## src/rtl/nist_stream_driver_if.sv

```systemverilog
// nist_stream_driver_if: valid/ready word channel from the PUF response source to the stream driver
//   word_in    : response word, driven by the source
//   word_valid : word_in holds a word, driven by the source
//   word_ready : the driver can take a word this cycle, driven by the driver
interface nist_stream_driver_if #(
    parameter int WORD_W = 32
);
    logic [WORD_W-1:0] word_in;
    logic              word_valid;
    logic              word_ready;
    modport master (output word_in, output word_valid, input word_ready);
    modport slave (input word_in, input word_valid, output word_ready);
endinterface

```

## src/rtl/nist_stream_driver.sv

```systemverilog
// nist_stream_driver: serialises PUF response words MSB first into a NIST test bank and latches its pass vector
//   clk, rst        : clock, asynchronous active-high reset
//   start           : begin a session (taken only when idle)
//   wb              : word channel (word_in / word_valid / word_ready)
//   rand_out        : one serial bit per cycle to the bank
//   test_rst        : bank reset, high outside the streaming and settle window
//   test_result_in  : bank pass vector, sampled at the end of settle
//   result          : latched pass vector, result_valid marks a completed session
//   underrun        : session aborted because no word was available in time
//   busy, done      : session in progress, one-cycle end-of-session pulse
module nist_stream_driver #(
    parameter int WORD_W     = 32,
    parameter int SEQ_LEN    = 20000,
    parameter int CNT_W      = 16,
    parameter int RST_CYC    = 2,
    parameter int SETTLE_CYC = 4
) (
    input  logic                clk,
    input  logic                rst,
    input  logic                start,
    nist_stream_driver_if.slave wb,
    output logic                rand_out,
    output logic                test_rst,
    input  logic [7:0]          test_result_in,
    output logic [7:0]          result,
    output logic                result_valid,
    output logic                underrun,
    output logic                busy,
    output logic                done
);
    localparam int SW = $clog2(WORD_W + 1);
    localparam logic [CNT_W-1:0] LEN = CNT_W'(SEQ_LEN);
    localparam logic [CNT_W-1:0] RST_N = CNT_W'(RST_CYC);
    localparam logic [CNT_W-1:0] SET_N = CNT_W'(SETTLE_CYC - 1);
    localparam logic [SW-1:0] LAST_SH = SW'(WORD_W - 1);
    typedef enum logic [1:0] {IDLE, CLEAR, STREAM, SETTLE} state_t;
    state_t            state_q, state_d;
    logic [WORD_W-1:0] sh_q, sh_d, hold_q, hold_d, src;
    logic [SW-1:0]     sh_cnt_q, sh_cnt_d;
    logic [CNT_W-1:0]  bit_cnt_q, bit_cnt_d, cyc_q, cyc_d;
    logic [7:0]        res_q, res_d;
    logic              hold_vld_q, hold_vld_d, rand_q, rand_d, trst_q, trst_d, ready_q, ready_d;
    logic              rv_q, rv_d, und_q, und_d, done_q, done_d, acc, fin;
    // rand_out always shows the bit for the current cycle, so each word's MSB is
    // loaded straight into rand_out and sh only keeps the bits still to come
    always_comb begin
        state_d    = state_q;
        sh_d       = sh_q;
        sh_cnt_d   = sh_cnt_q;
        hold_d     = hold_q;
        hold_vld_d = hold_vld_q;
        bit_cnt_d  = bit_cnt_q;
        cyc_d      = cyc_q;
        rand_d     = rand_q;
        trst_d     = trst_q;
        res_d      = res_q;
        rv_d       = rv_q;
        und_d      = und_q;
        done_d     = 1'b0;
        acc        = wb.word_valid && ready_q;
        src        = hold_vld_q ? hold_q : wb.word_in;
        fin        = (state_q == STREAM && bit_cnt_q == LEN && SETTLE_CYC == 1) ||
                     (state_q == SETTLE && cyc_q == SET_N);
        case (state_q)
            IDLE: begin
                if (start && !done_q) begin
                    state_d = CLEAR;
                    cyc_d   = CNT_W'(1);
                    res_d   = 8'h00;
                    rv_d    = 1'b0;
                    und_d   = 1'b0;
                end
            end
            CLEAR: begin
                if (acc) begin
                    hold_d     = wb.word_in;
                    hold_vld_d = 1'b1;
                end
                if (cyc_q >= RST_N && hold_vld_q) begin
                    state_d    = STREAM;
                    rand_d     = hold_q[WORD_W-1];
                    sh_d       = hold_q << 1;
                    sh_cnt_d   = LAST_SH;
                    bit_cnt_d  = CNT_W'(1);
                    hold_vld_d = 1'b0;
                    trst_d     = 1'b0;
                end else if (cyc_q < RST_N) begin
                    cyc_d = cyc_q + 1'b1;
                end
            end
            STREAM: begin
                if (bit_cnt_q == LEN) begin
                    state_d    = SETTLE;
                    hold_vld_d = 1'b0;
                    rand_d     = 1'b0;
                    cyc_d      = CNT_W'(1);
                end else if (sh_cnt_q != '0) begin
                    rand_d    = sh_q[WORD_W-1];
                    sh_d      = sh_q << 1;
                    sh_cnt_d  = sh_cnt_q - 1'b1;
                    bit_cnt_d = bit_cnt_q + 1'b1;
                    if (acc) begin
                        hold_d     = wb.word_in;
                        hold_vld_d = 1'b1;
                    end
                end else if (hold_vld_q || acc) begin
                    // refill from hold, or bypass a word arriving right now
                    rand_d     = src[WORD_W-1];
                    sh_d       = src << 1;
                    sh_cnt_d   = LAST_SH;
                    bit_cnt_d  = bit_cnt_q + 1'b1;
                    hold_vld_d = 1'b0;
                end else begin
                    state_d = IDLE;
                    rand_d  = 1'b0;
                    trst_d  = 1'b1;
                    und_d   = 1'b1;
                    done_d  = 1'b1;
                end
            end
            SETTLE: cyc_d = cyc_q + 1'b1;
        endcase
        if (fin) begin
            state_d = IDLE;
            res_d   = test_result_in;
            rv_d    = 1'b1;
            done_d  = 1'b1;
            trst_d  = 1'b1;
        end
        // no word is taken once the last bit is on the wire
        ready_d = (state_d == CLEAR || (state_d == STREAM && bit_cnt_d != LEN)) && !hold_vld_d;
    end
    always_ff @(posedge clk or posedge rst) begin
        if (rst) begin
            state_q    <= IDLE;
            sh_q       <= '0;
            sh_cnt_q   <= '0;
            hold_q     <= '0;
            hold_vld_q <= 1'b0;
            bit_cnt_q  <= '0;
            cyc_q      <= '0;
            rand_q     <= 1'b0;
            trst_q     <= 1'b1;
            ready_q    <= 1'b0;
            res_q      <= 8'h00;
            rv_q       <= 1'b0;
            und_q      <= 1'b0;
            done_q     <= 1'b0;
        end else begin
            state_q    <= state_d;
            sh_q       <= sh_d;
            sh_cnt_q   <= sh_cnt_d;
            hold_q     <= hold_d;
            hold_vld_q <= hold_vld_d;
            bit_cnt_q  <= bit_cnt_d;
            cyc_q      <= cyc_d;
            rand_q     <= rand_d;
            trst_q     <= trst_d;
            ready_q    <= ready_d;
            res_q      <= res_d;
            rv_q       <= rv_d;
            und_q      <= und_d;
            done_q     <= done_d;
        end
    end
    assign wb.word_ready  = ready_q;
    assign rand_out       = rand_q;
    assign test_rst       = trst_q;
    assign result         = res_q;
    assign result_valid   = rv_q;
    assign underrun       = und_q;
    assign done           = done_q;
    assign busy           = state_q != IDLE || done_q;
endmodule
```

## src/flat_wrapper.sv

```systemverilog
// flat-port wrapper written by rule: the top's interface ports become plain ports
module nist_stream_driver_flat 
#(
    parameter int WORD_W     = 32,
    parameter int SEQ_LEN    = 20000,
    parameter int CNT_W      = 16,
    parameter int RST_CYC    = 2,
    parameter int SETTLE_CYC = 4
)
  (clk, rst, start, rand_out, test_rst, test_result_in, result, result_valid, underrun, busy, done, wb_word_in, wb_word_valid, wb_word_ready);
  nist_stream_driver_if #(.WORD_W(WORD_W)) wb_i ();
  input  logic clk;
  input  logic rst;
  input  logic start;
  output logic rand_out;
  output logic test_rst;
  input  logic [7:0] test_result_in;
  output logic [7:0] result;
  output logic result_valid;
  output logic underrun;
  output logic busy;
  output logic done;
  input wire logic [$bits(wb_i.word_in)-1:0] wb_word_in;
  input wire logic [$bits(wb_i.word_valid)-1:0] wb_word_valid;
  output wire logic [$bits(wb_i.word_ready)-1:0] wb_word_ready;
  assign wb_i.word_in = wb_word_in;
  assign wb_i.word_valid = wb_word_valid;
  assign wb_word_ready = wb_i.word_ready;
  nist_stream_driver #(.WORD_W(WORD_W), .SEQ_LEN(SEQ_LEN), .CNT_W(CNT_W), .RST_CYC(RST_CYC), .SETTLE_CYC(SETTLE_CYC)) u_core (.clk(clk), .rst(rst), .start(start), .wb(wb_i), .rand_out(rand_out), .test_rst(test_rst), .test_result_in(test_result_in), .result(result), .result_valid(result_valid), .underrun(underrun), .busy(busy), .done(done));
endmodule
```

## config.mk

```make
export PLATFORM = sky130hd
export DESIGN_NAME = nist_stream_driver_flat
export DESIGN_NICKNAME = d
export VERILOG_FILES = /design/src/rtl/nist_stream_driver_if.sv /design/src/rtl/nist_stream_driver.sv /design/src/flat_wrapper.sv
export SDC_FILE = /design/constraint.sdc
export NUM_CORES = 1
export LEC_CHECK = 0
export CELL_PAD_IN_SITES_DETAIL_PLACEMENT = 1
export CELL_PAD_IN_SITES_GLOBAL_PLACEMENT = 2
export CORE_MARGIN = 8
export CORE_UTILIZATION = 40
export CTS_BUF_LIST = sky130_fd_sc_hd__clkbuf_8
export DETAILED_ROUTE_END_ITERATION = 10
export PLACE_DENSITY_LB_ADDON = 0.1
export SYNTH_ARGS = -nofsm -noshare
export SYNTH_HDL_FRONTEND = slang
export SYNTH_SLANG_ARGS = --single-unit
```

## constraint.sdc

```tcl
create_clock -name clk -period 6.3 [get_ports clk]
set_input_delay 1.26 -clock clk [delete_from_list [all_inputs] [get_ports clk]]
set_output_delay 1.26 -clock clk [all_outputs]
set_load 0.005 [all_outputs]
```

==> flow_summary_export.csv, run 1 <==
group,metric,value,unit
clocking,cts_root_buf,"clkbuf_8",
yosys,synth_top_area_share,48.0,%
sta,rsz0062_at_grt,"no",
yosys,netlist_instances,655,
sta,setup_viol,0,
detailed_routing,drtAntennaViolNets,0,
grt,grt_pass1_wl,28900,µm
critical_path,cp_max_fo,37,
yosys,synth_edf_count,0,
floorplanning,std_cell_rows,45,
grt,grt_antenna_before_repair,1,
grt,grt-ovfl-total,0,
sta,max-slew-margin-rel,36.8,%
cells_and_area,area_delta_synth_final,18.6,%
floorplanning,die_h,140,µm
sta,finClkSkew,0.00822,ns
cells_and_area,layout-drive-gt1-share,12.4,%
cells_and_area,final_common_cell,"nand2_1",
grt,grt.total_usage,18.3,%
sta,min_period_over_period,54.2,%
yosys,synth.area.top_cells,"dfrtp_1 48%, nand2_1 7.3%, o21ai_0 7.0%",
critical_path,r2r_cells,10,
cells_and_area,final_cell_mix,"119 x nand2_1, 117 x dfrtp_1, 85 x o21ai_0",
clocking,clk_latency,0.45,ns
floorplanning,start_util,40.6,%
yosys,yosysSeqAreaShare,48.4,%
grt,grt_start_max_net_pins,73,
clocking,tritoncts,"built",
yosys,yosysWarnings,0,
sta,fin_tns_setup,0,ns
clocking,cts.clk_slew.worst_paths,0.07,ns
critical_path,crit_start,"wb_word_valid",
pwr,power.density,227,nW/µm²
detailed_routing,wl,17200,µm
floorplanning,fp.dieArea,19500,µm²
place,gp_congestion,0.813,
detailed_routing,num_vias,5201,
critical_path,worstPathRequired,6.65,ns
critical_path,crit_end,"u_core.sh_cnt_q[5]",
yosys,syn_nets,708,
detailed_routing,wl_per_cell,19.1,µm
worst_hold_path,hp-class,"flip-flop to flip-flop",
pwr,ir_drop,159,µV
run,max_cap_viol_count,0,
pwr,p_total,1650,µW
floorplanning,coreArea,15000,µm²
yosys,ys_ff_latch,118,
critical_path,reg2reg_setup_slack,2.89,ns
cells_and_area,antenna_cells,0,
sta,max_freq,0.293,GHz
floorplanning,die_x,140,µm
clocking,cts.sinks,118,
critical_path,worstSetupStartpointType,"input port",
critical_path,end_kind,"flip-flop",
sta,hold_violations,0,
detailed_routing,dr.pass1.iters,4,
yosys,syn_avg_cell_area,9.32,µm²
place,hpwl,11600,µm
cells_and_area,fillers,1723,
clocking,htreeDepth,4,
clocking,cts_made_buffers,17,
clocking,cts_resized,0,
floorplanning,io_pins,59,
detailed_routing,routed_via_density,5.76,
clocking,cts_buffer_depth,2,
sta,worstMarginPinSlew,0.949,ns
yosys,ys_types,60,
detailed_routing,drt_iter0_markers,270,
yosys,synth_area,6100,µm²
cells_and_area,final_util,48.1,%
yosys,yosysTopAreaCell,"dfrtp_1",
sta,drv_slew,0,
detailed_routing,drcViolationCount,0,
clocking,postCtsHoldBufs,0,
grt,first_global_vias,5622,
critical_path,rr_endpoint,"u_core.sh_cnt_q[5]",
pwr,p_leak,0.00321,µW
yosys,ys.flop_type,"dfrtp_1",
critical_path,timing.rr.start,"u_core.state_q[0]",
sta,fin_crit,3.42,ns
clocking,cts_post_setup_buffers_inserted,0,
cells_and_area,num-nets-final,755,
place,portBuffers,58,
critical_path,crit_type,"input port to flip-flop",
critical_path,arrival,3.77,ns
status,outcome,"finished, final reports clean",
yosys,async_flop_share,100,%
[flip-flops by register name, summed over array words and instances (netlist names)]
register and count:
u_core.bit_cnt_q 16, u_core.cyc_q 16, u_core.done 1, u_core.hold_q 32
u_core.hold_vld_q 1, u_core.rand_out 1, u_core.result 8, u_core.result_valid 1
u_core.sh_cnt_q 6, u_core.sh_q 31, u_core.state_q 2, u_core.test_rst 1
u_core.underrun 1, u_core.wb.word_ready 1
[power by group]
group / total [µW] / internal (µW) / switching, µW
Combinational: 122 / 75.1 / 46.5
Clock: 673 / 340 / 333
Sequential: 851 / 820 / 30.7
[synth_stat cells (3+ instances only)]
cell type and instances:
nand2_1 119, dfrtp_1 117, o21ai_0 85, nor2_1 35, o22ai_1 34, mux2_2 31
clkbuf_1 30, nand3_1 19, inv_1 16, a21oi_1 15, xor2_1 14, nand4_1 13
and3_1 11, nor4_1 11, ha_1 9, nor3_1 7, a31oi_1 6, buf_2 6
a211o_1 5, and2_1 5, nand2b_1 5, a21o_1 4, buf_1 4, nor2b_1 3
o211ai_1 3, o221ai_1 3, xnor2_1 3
[critical path, cell delays in order]
cell	delay, ns
clkdlybuf4s50_1	0.42
nand2_1	0.20
nand3_1	0.21
nand2_1	0.25
a21o_1	0.74
buf_4	0.45
o21ai_0	0.15
o31ai_1	0.08
[worst min-delay path by stage]
stage | to | start | slack, ns | cells after the start
3_3_place_gp | u_core.sh_q[19] | u_core.sh_q[19] | 0.46 | 2
3_5_place_dp | u_core.sh_q[17] | u_core.sh_q[17] | 0.47 | 2
4_1_cts | u_core.result_valid | u_core.result_valid | 0.49 | 1
6_report | u_core.result_valid | u_core.result_valid | 0.49 | 1
5_1_grt | u_core.result_valid | u_core.result_valid | 0.51 | 1
2_1_floorplan | u_core.sh_q[1] | u_core.sh_q[1] | 0.45 | 2
[final cells by class]
class,count,area [µm²],area share [%]
multi-input combinational,481,2950,40.7
clock buffer,20,275,3.80
tap,188,235,3.25
clock inverter,12,104,1.44
timing repair buffer,68,656,9.06
inverter,16,62.6,0.865
sequential,118,2950,40.8
[cells by family after synthesis]
logic type	after synthesis	share of synthesized area, %
buffers and inverters	56	3.57
AND/OR/NAND/NOR	248	20.0
AO/OA/AOI/OAI	175	17.8
adder cells (fa/ha/maj)	9	1.85
XOR/XNOR	17	2.44
flip-flops	118	48.4
multiplexers	32	5.88
[metal layers]
metal / global-route usage (%) / up-vias / wire length (µm)
met5: 0 / - / 9
met3: 4.65 / 32 / 623
met2: 32.2 / 87 / 8870
met4: 6.99 / 2 / 285
met1: 21.1 / 2634 / 7420
li1: - / 2446 / -
[metrics by stage]
step / cell area (µm²) / hold slack, ns / std cells / setup slack, ns
after floorplan: 6100 / 0.446 / 655 / 1.91
after global placement: 6860 / 0.464 / 871 / 2.48
after detailed placement: 6860 / 0.471 / 871 / 2.38
after CTS: 7230 / 0.490 / 903 / 2.86
after global routing: 7230 / 0.507 / 903 / 2.54
final: 7230 / 0.485 / 903 / 2.88
No activity file was read; power rests on OpenSTA's default activity.
==> run 2, diff against run 1 <==
- CORE_UTILIZATION: 40 -> 37
- clock period: 6.3 -> 3.5 ns (I/O delays scaled with it)
==> run 2 against run 1 <==
Effect of this change:
- utilization is 3.1 points lower
- critical path depth is 1 lower
- largest cell class unchanged
- critical endpoint is now u_core.cyc_q[13]
- cell area grew 1.7%
- register-to-register slack lost 2.4 ns
- via count is essentially flat
- sequential cell count did not move
==> flow_summary_export.csv, run 2 (synthesis results as in run 1) <==
group,metric,value,unit
sta,max-slew-margin-rel,44.4,%
cells_and_area,final_util,45.0,%
place,hpwl,12000,µm
critical_path,cpMaxStageDelayCell,"nor4b_4",
critical_path,cp_max_fo,7,
cells_and_area,final_common_cell,"nand2_1",
critical_path,cpPeakStageDelay,0.54,ns
floorplanning,coreArea,16300,µm²
detailed_routing,drcViolationCount,0,
floorplanning,die_h,144,µm
clocking,cts_root_buf,"clkbuf_8",
sta,rsz0062_at_grt,"no",
detailed_routing,num_vias,5204,
clocking,cts_resized,0,
detailed_routing,drt_iter0_markers,286,
place,portBuffers,58,
clocking,cts_made_buffers,17,
detailed_routing,wl,17500,µm
critical_path,worstPathRequired,3.82,ns
clocking,postCtsHoldBufs,0,
cells_and_area,final_cell_mix,"119 x nand2_1, 117 x dfrtp_1, 85 x o21ai_0",
sta,fin_tns_setup,0,ns
cells_and_area,multi_input_area,2950,µm²
detailed_routing,dr.pass1.iters,4,
detailed_routing,drtAntennaViolNets,0,
sta,worstMarginPinSlew,0.832,ns
sta,max_freq,0.336,GHz
place,gp_congestion,0.819,
detailed_routing,wl_per_cell,18.5,µm
worst_hold_path,hold_depth,2,
clocking,cts_post_setup_buffers_inserted,0,
clocking,cts.clk_slew.worst_paths,0.07,ns
critical_path,timing.rr.start,"u_core.cyc_q[9]",
clocking,htreeDepth,4,
critical_path,cpMostUsedCell,"nand4_1",
sta,min_period_over_period,85.0,%
worst_hold_path,hp-class,"flip-flop to flip-flop",
floorplanning,std_cell_rows,47,
pwr,ir_drop,347,µV
cells_and_area,largest_reg_flops,32,
floorplanning,die_x,144,µm
grt,grt_antenna_before_repair,0,
sta,setup_viol,0,
worst_hold_path,min_from,"u_core.sh_q[15]",
clocking,clk_latency,0.44,ns
grt,first_global_vias,5587,
sta,drv_slew,0,
cells_and_area,regArea,2950,µm²
sta,hold_violations,0,
grt,grt_start_max_net_pins,68,
clocking,cts_buffer_depth,2,
cells_and_area,layout-drive-gt1-share,13.1,%
critical_path,crit_type,"flip-flop to flip-flop",
critical_path,end_kind,"flip-flop",
critical_path,rr_endpoint,"u_core.cyc_q[13]",
sta,worst_slack,0.526,ns
sta,fin_crit,2.97,ns
pwr,p_total,2920,µW
cells_and_area,antenna_cells,0,
cells_and_area,num-nets-final,763,
cells_and_area,regMostFlops,"u_core.hold_q",
cells_and_area,top_regs,"u_core.hold_q x32, u_core.sh_q x31",
critical_path,arrival,3.30,ns
status,outcome,"finished, final reports clean",
worst_hold_path,whs_endpoint,"u_core.sh_q[15]",
grt,grt.total_usage,17.8,%
run,max_cap_viol_count,0,
floorplanning,io_pins,59,
critical_path,r2r_cells,7,
clocking,cts.sinks,118,
floorplanning,start_util,37.3,%
cells_and_area,area_delta_synth_final,20.6,%
sta,finClkSkew,0.0130,ns
clocking,tritoncts,"built",
cells_and_area,fillers,1860,
place,place_ws,0.296,ns
floorplanning,fp.dieArea,20900,µm²
critical_path,crit_chain,"nor4_1 -> nand4_1 -> o31a_1 -> nor4b_4 -> nand4_1 -> xor2_1 -> nor2_1",
pwr,power.density,397,nW/µm²
grt,grt_pass1_wl,29200,µm
grt,grt-ovfl-total,0,
detailed_routing,routed_via_density,5.52,
pwr,p_leak,0.00325,µW
critical_path,worstSetupStartpointType,"flip-flop",
critical_path,reg2reg_setup_slack,0.53,ns
run 2: changes by cell type in the layout (fill, tap and decap cells not counted), sizes merged:
cell / delta
buf: +8
clkinv: +1
clkbuf: -2
clkinvlp: +1
run 2: worst max-delay path by stage:
stage | startpoint | endpoint | slack [ns]
after floorplan | u_core.sh_cnt_q[0] | u_core.wb.word_ready | 0.99
after global placement | wb_word_valid | u_core.wb.word_ready | 0.38
after detailed placement | wb_word_valid | u_core.wb.word_ready | 0.30
after CTS | u_core.cyc_q[9] | u_core.cyc_q[13] | 0.49
after global routing | u_core.cyc_q[9] | u_core.cyc_q[13] | 0.24
final | u_core.cyc_q[9] | u_core.cyc_q[13] | 0.53
run 2: routing by layer:
| layer | up-vias | routed length [µm] | share of wire, % | global-route usage, % |
|---|---|---|---|---|
| met3 | 19 | 487 | 2.8 | 4.46 |
| met1 | 2659 | 7960 | 46 | 21.8 |
| li1 | 2466 | - | - | - |
| met4 | 0 | 248 | 1.4 | 5.70 |
| met2 | 60 | 8750 | 50 | 30.1 |
| met5 | - | 0 | 0 | 0 |
run 2: layout make-up:
type	instances	area share (%)
tap	220	3.74
inverter	16	0.867
timing repair buffer	76	10.2
multi-input combinational	481	40.1
sequential	118	40.2
clock inverter	14	1.56
clock buffer	18	3.37
run 2: power breakdown:
group          switching [µW]  internal, µW  leakage, µW
Sequential               52.5          1480      0.00151
Combinational            83.3           140      0.00156
Clock                     596           570     0.000180
run 2: through the flow:
step                      area [µm²]  hold slack [ns]  std cells
after detailed placement        6990            0.471        911
after global routing            7360            0.513        943
after CTS                       7360            0.491        943
after global placement          6990            0.466        911
after floorplan                 6110            0.446        655
final                           7360            0.486        943
run 2: worst max-delay path, delay by kind of cell, from the launching register on:
family / cells / cell delay (ns)
DFF: 1 / 0.43
AOI/OAI and AO/OA: 1 / 0.51
xor gates and xnor gates: 1 / 0.19
and+or+nand+nor: 5 / 1.73
